`src/rtl/param_mem_ctrl.sv`:
```
// Single-port data memory with req/ack handshake, programmable wait states,
// byte-enabled writes, out-of-range error reporting and optional clear after reset.
module param_mem_ctrl #(
  parameter int DATA_W       = 16,
  parameter int ADDR_W       = 8,
  parameter int DEPTH        = 256,
  parameter int WAIT_CYC     = 2,
  parameter bit CLEAR_ON_RST = 1'b1
) (
  input  logic                clk,
  input  logic                rst,
  input  logic                req,
  input  logic                we,
  input  logic [ADDR_W-1:0]   addr,
  input  logic [DATA_W-1:0]   wdata,
  input  logic [DATA_W/8-1:0] be,
  output logic                rdy,
  output logic                ack,
  output logic                err,
  output logic [DATA_W-1:0]   rdata,
  output logic                init_busy
);

  // state | meaning
  // CLEAR | zeroing words 0..DEPTH-1, one per clock
  // IDLE  | ready to accept a request
  // WAIT  | counting wait states; access happens when counter reaches 0
  // DONE  | ack pulse, err valid

  localparam int NBYTE = DATA_W / 8;
  localparam int IDX_W = (DEPTH > 1) ? $clog2(DEPTH) : 1;

  typedef enum logic [1:0] {CLEAR, IDLE, WAIT, DONE} stateT;

  localparam stateT RST_STATE = CLEAR_ON_RST ? CLEAR : IDLE;

  stateT state, nextState;

  logic [DATA_W-1:0] mem [DEPTH];

  logic [ADDR_W-1:0] clrAddr;
  logic [ADDR_W-1:0] addrQ;
  logic              weQ;
  logic [DATA_W-1:0] wdataQ;
  logic [NBYTE-1:0]  beQ;
  logic [3:0]        waitCnt;

  logic             accept;
  logic             access;
  logic             inRange;
  logic             clrLast;
  logic [IDX_W-1:0] memIdx;
  logic [IDX_W-1:0] clrIdx;

  // rdy is a register, so a request is only taken once rdy is actually visible
  assign accept  = (state == IDLE) && rdy && req;
  assign access  = (state == WAIT) && (waitCnt == 4'd0);
  assign inRange = {1'b0, addrQ} < (ADDR_W+1)'(DEPTH);
  assign clrLast = (clrAddr == ADDR_W'(DEPTH - 1));
  assign memIdx  = addrQ[IDX_W-1:0];
  assign clrIdx  = clrAddr[IDX_W-1:0];

  always_comb begin
    nextState = state;
    case (state)
      CLEAR:   if (clrLast) nextState = IDLE;
      IDLE:    if (accept) nextState = WAIT;
      WAIT:    if (waitCnt == 4'd0) nextState = DONE;
      DONE:    nextState = IDLE;
      default: nextState = RST_STATE;
    endcase
  end

  always_ff @(posedge clk or posedge rst) begin
    if (rst) begin
      state     <= RST_STATE;
      clrAddr   <= '0;
      addrQ     <= '0;
      weQ       <= 1'b0;
      wdataQ    <= '0;
      beQ       <= '0;
      waitCnt   <= 4'd0;
      rdy       <= 1'b0;
      ack       <= 1'b0;
      err       <= 1'b0;
      rdata     <= '0;
      init_busy <= CLEAR_ON_RST;
    end else begin
      state     <= nextState;
      rdy       <= (nextState == IDLE);
      ack       <= (nextState == DONE);
      init_busy <= (nextState == CLEAR);
      err       <= access ? !inRange : 1'b0;

      if (state == CLEAR) clrAddr <= clrAddr + ADDR_W'(1);

      if (accept) begin
        weQ     <= we;
        addrQ   <= addr;
        wdataQ  <= wdata;
        beQ     <= be;
        waitCnt <= 4'(WAIT_CYC);
      end else if ((state == WAIT) && (waitCnt != 4'd0)) begin
        waitCnt <= waitCnt - 4'd1;
      end

      if (access && !weQ) rdata <= inRange ? mem[memIdx] : '0;
    end
  end

  // Storage has no reset; an asserted rst forces state away from WAIT so a
  // pending write can never land.
  always_ff @(posedge clk) begin
    if (state == CLEAR) begin
      mem[clrIdx] <= '0;
    end else if (access && weQ && inRange) begin
      for (int i = 0; i < NBYTE; i++) begin
        if (beQ[i]) mem[memIdx][8*i +: 8] <= wdataQ[8*i +: 8];
      end
    end
  end

endmodule

```
`config.mk`:
```
export PLATFORM = sky130hd
export DESIGN_NAME = param_mem_ctrl
export DESIGN_NICKNAME = d
export VERILOG_FILES = /design/src/rtl/param_mem_ctrl.sv
export SDC_FILE = /design/constraint.sdc
export NUM_CORES = 2
export LEC_CHECK = 0
export ABC_AREA = 0
export BUFFER_PORTS_ARGS = -buffer_cell sky130_fd_sc_hd__buf_2
export CAP_MARGIN = 20
export CORE_ASPECT_RATIO = 1.1
export CORE_MARGIN = 2
export CORE_UTILIZATION = 34
export DETAILED_ROUTE_END_ITERATION = 8
export GPL_TIMING_DRIVEN = 0
export PLACE_DENSITY = 0.53
export SKIP_CTS_REPAIR_TIMING = 1
export SYNTH_ARGS = -nofsm -noshare
export SYNTH_HDL_FRONTEND = slang
export SYNTH_SLANG_ARGS = --single-unit
```
`constraint.sdc`:
```
create_clock -name clk -period 6.1 [get_ports clk]
set_input_delay 0.305 -clock clk [delete_from_list [all_inputs] [get_ports clk]]
set_output_delay 0.305 -clock clk [all_outputs]
set_load 0.01 [all_outputs]
```
**Yosys cells after proc, flatten, opt, wreduce, memory -nomap -nowiden**

Memory sizes are Yosys's and may differ from the RTL's. A register that Yosys moved wholly into a read port is not among the register bits.
Index checks and enable logic that the tools add are counted.

- ROM bits: 0
- Bits in latches: 0
- Bits in registers: 44
- Bits in writable memories: 4,096
- Memories kept: 1
- Input port bits: 30
- Output and inout bits: 20

Memories:

| memory | words | bits a word | read ports | clocked after Yosys merged registers in | write ports | RTL line | text |
|---|---|---|---|---|---|---|---|
| mem | 256 | 16 | 1 | 1 | 1 | 39 | `logic [DATA_W-1:0] mem [DEPTH];` |

- Shift-type cells: 0
- Equal/unequal tests: 6
- Add/subtract/negate cells: 2
- Reductions and logical operators: 13
- Divide/modulo/power cells: 0
- $lt $le $gt $ge: 0
- Multiply operators: 0
- Mux-type cells: 19
- Bitwise operators: 0

Operators by type and width:

| cell | number |
|---|---|
| $mux W16 | 1 |
| $reduce_or A16 Y1 | 1 |
| $mux W1 | 10 |
| $add A8 B1 Y8 const B | 1 |
| $eq A8 B8 Y1 const B | 1 |
| $mux W2 | 4 |
| $mux W4 | 2 |
| $mux W8 | 1 |
| $pmux W2 S4 | 1 |
| $eq A2 B2 Y1 const B | 3 |
| $logic_and A1 B1 Y1 | 6 |
| $eq A2 B1 Y1 const B | 2 |
| $logic_not A2 Y1 | 2 |
| $logic_not A4 Y1 | 1 |
| $reduce_bool A4 Y1 | 1 |
| $sub A4 B1 Y4 const B | 1 |
| $reduce_bool A2 Y1 | 1 |
| $logic_not A1 Y1 | 1 |

**Logic depth before layout (Yosys ltp)**

- Word-level depth: 8
- Gate-level depth with buffers: 13
- Mapped depth without buffers: 9

**Worst setup path before layout**

OpenSTA, ideal clock, no wires.

- Path type: flip-flop to flip-flop
- From: register waitCnt[0]
- To: memory mem[0][10] (data pin)
- Clock period less this slack: 5.937 ns
- Setup time: 0.870 ns
- Arrival time: 5.067 ns
- Stages on the path, launching flop included: 9
- Slack: 0.163 ns
- Path buffers: 2
- Path through: dfrtp_1 > inv_1 > ha_1 > or3b_1 > nor2_4 > o211a_4 > clkbuf_2 > clkbuf_1 > and2_1

- Cells in the longest elaborated chain, start to end: 8
- Elaborated cells between the ends (all ways): 11
- Those cells by class: 7 x mux; 4 x reduce/logical

RTL lines:

| item | RTL line | text |
|---|---|---|
| from (decl) | 46 | `logic [3:0] waitCnt;` |
| from (signal assigned) | 102 | `waitCnt <= 4'(WAIT_CYC);` |
| from (signal assigned) | 104 | `waitCnt <= waitCnt - 4'd1;` |
| $logic_not A4 Y1 * | 57 | `assign access = (state == WAIT) && (waitCnt == 4'd0);` |
| $logic_and A1 B1 Y1 * | 57 |  |
| $logic_and A1 B1 Y1 * | 116 | `end else if (access && weQ && inRange) begin` |
| $mux W1 | 116 |  |
| $mux W1 | 114 | `if (state == CLEAR) begin` |
| $mux W1 (implied by the code) | 118 | `if (beQ[i]) mem[memIdx][8*i +: 8] <= wdataQ[8*i +: 8];` |
| $reduce_or A16 Y1 (no line) * | -- |  |
| $mux W16 (no line) * | -- |  |
| to (decl) | 39 |  |

Mark *: on every way between the ends. The rest lies on a longest branch, timed or not.

==> reports/results.tsv <==
metric	value	unit
status	complete, but fails checks	
violated checks	negative setup slack	
Place WS	-0.334	ns
final core occ	39.6	%
WL final	603000	µm
cell mode on critical path	buf_2	
area delta synth->final	16.3	%
most frequent cells after synthesis	edfxtp_1 (4096), mux4_2 (879), nor2_1 (554), mux2i_1 (435), clkbuf_1 (201)	
PwrDens	451	nW/µm²
largest net degree at the start of global routing	85	
synth top area cells	edfxtp_1 (76%), mux4_2 (12%), mux2i_1 (2.7%)	
setup ws final	-0.308	ns
CTS H-Tree Depth	5	
clock transition at the registers of the reported paths	0.06	ns
R2R cell count	9	
arrival time worst endpoint	7.33	ns
FP Rows	265	
Die X	660	µm
dpl hpwl	433000	µm
Final GP Congestion	0.969	
Via density	5.86	
fill count	42200	
worst stage delay on the critical path	1.09	ns
Top delay family on crit path	buffers and inverters	
Sink Count	4156	
Critical Path Sink Type	flop	
global-route wire length before repair	783000	µm
IO Count	50	
Fin Setup TNS	-52.21	ns
post-route clock period utilization	105	%
slew at the pin with the worst max-slew slack	1.30	ns
Synth Instances	7691	
Overall Global Routing Usage	24.6	%
CP bufs+invs	5	
Routed wire per std cell	40.1	µm
Yosys warnings	0	
Starting DRT DRC Count	14300	
kind of critical path	flop to flop	
Core Region	473000	µm²
drc violations	0	
DR vias	88200	
r2r setup slk	-0.31	ns
final-report max-slew violation count	0	
most frequent cell after synthesis	edfxtp_1	
fraction of layout cells with a size suffix above 1	24.5	%
Distinct cells, synth	64	
CTS buffer count	423	
FMAX	156	MHz
Syn Std Cell Area	161000	µm²
clk root buf	clkbuf_16	
average size of a mapped cell	21.0	µm²
initial antenna violation count	60	
max_slew headroom	13.2	%
Max-Cap Viols	0	
critical-path cell list	buf_4 > buf_2 > buf_2 > buf_2 > clkbuf_1 > a211oi_1 > o32ai_1 > nand4_1 > nand3_1	
vias in the first global route	85100	
worst hold path type	primary input to flop	
die area	480000	µm²
crit path time final	6.41	ns
RSZ-0062 raised after global routing	true	
crit-path max FO	10	
total iterations of the first detailed-routing run	6	
Levels on crit path	9	
Die Y-Extent	726	µm
number of flops mapped to enable cells by yosys	4096	
Synth async-reset ratio	1.44	%
fin nets	8382	
#FFs+latches synth	4156	
CTS tree	built	
post-route design area	187000	µm²
IO Port Bufs	48	
dominant synthesized flop cell	edfxtp_1	
Mapped Nets	7724	
Clock Skews	0.0690	ns
GR Overflow Total	0	
Antenna Nets Post-Route	0	
sequential-to-total area share from yosys stat	77.3	%
CTS Buffer Depth	4	
VDD IR-drop max	0.000366	V
DP Area	172000	µm²
worst path required time	7.02	ns
Clock Latency Late Sink	1.02	ns
Starting Density	34.1	%
worst hold path stage count	3	
crit start category	flop	
Pleak	49.5	nW
Synth top area share	76.3	%
final setup fails	390	
WHS	0.0657	ns
largest area contributor in the netlist	edfxtp_1	
Crit-path slowest cell	o32ai_1	
final hold vios	0	
state kept, by name, indices dropped and copies added (netlist names), 2 cells and up:
name,count
addrQ,8
beQ,2
clrAddr,8
mem,4096
rdata,16
state,2
waitCnt,4
wdataQ,16
path summary, 6_finish.rpt:
kind / start / end
max in group asynchronous: rst / rdata[0]$_DFFE_PP0P_
hold reg to reg: wdataQ[6]$_DFFE_PP0P_ / wdataQ[6]$_DFFE_PP0P_
hold / removal: wdata[7] / wdataQ[7]$_DFFE_PP0P_
setup reg to reg: addrQ[1]$_DFFE_PP0P_ / rdata[14]$_DFFE_PP0P_
setup / recovery: addrQ[1]$_DFFE_PP0P_ / rdata[14]$_DFFE_PP0P_
min in group asynchronous: rst / wdataQ[5]$_DFFE_PP0P_
layout make-up:
type / instances / area, µm² / share of cell area, %
tap: 6274 / 7850 / 4.19
clock inverter: 278 / 3020 / 1.61
multi-input combinational: 3058 / 34300 / 18.3
timing repair buffer: 234 / 3640 / 1.94
inverter: 6 / 25.0 / 0.0134
clock buffer: 515 / 11200 / 6.00
antenna: 53 / 133 / 0.0708
sequential: 4156 / 125000 / 66.4
buffer: 470 / 2690 / 1.44
report_power, final:
part	leakage (nW)	internal, W	switching [W]
clock network	6.94	0.0156	0.0114
registers	30.4	0.0317	0.000378
logic	12.2	0.00682	0.0185
total	49.5	0.0541	0.0303
worst min-delay path, stage by stage:
cell and delay [ns]:
dlygate4sd3_1 0.51, buf_2 0.09, mux2_2 0.13
metal layers:
layer | share of wire (%) | vias to the layer above | track usage (%) | wire length, µm
met1 | 36 | 47500 | 30.7 | 216000
li1 | - | 33500 | - | -
met2 | 46 | 5889 | 38.0 | 275000
met4 | 8.1 | 14 | 16.5 | 48600
met3 | 11 | 1327 | 5.97 | 63700
met5 | 0.017 | - | 0 | 104
per-stage QoR:
| stage | instances | total power (W) |
|---|---|---|
| floorplan | 7691 | 0.0435 |
| global placement | 14000 | 0.0562 |
| detailed placement | 14200 | 0.0572 |
| CTS | 15000 | 0.0837 |
| global route | 15000 | 0.0852 |
| finish | 15000 | 0.0844 |
kinds of logic (layout without fill, tap and decap cells):
family	after synthesis	count (layout)	share of synthesized area, %
flops	4156	4156	77.3
mux	1343	1343	15.2
simple gates	1011	1011	2.75
compound gates	690	690	3.08
buf+inv	477	1503	1.64
xor+xnor	10	10	0.0543
fa+ha+maj	3	3	0.0233
other cells	1	54	0.00233
layout by cell type, fill, tap and decap left out, types with 73 or more instances in the layout:
cell	netlist	final
edfxtp_1	4096	4096
mux4_2	879	879
nor2_1	554	501
mux2i_1	435	435
clkbuf_16	0	433
clkbuf_1	201	240
nand2_1	181	176
buf_2	117	173
a22oi_1	152	152
clkinv_1	1	93
o22ai_1	86	86
o21ai_0	85	85
clkinv_2	0	85
a21oi_1	84	84
nand3_1	85	83
buf_4	59	78
o221ai_1	73	73
Note: power is estimated with default switching activity, not from simulation.
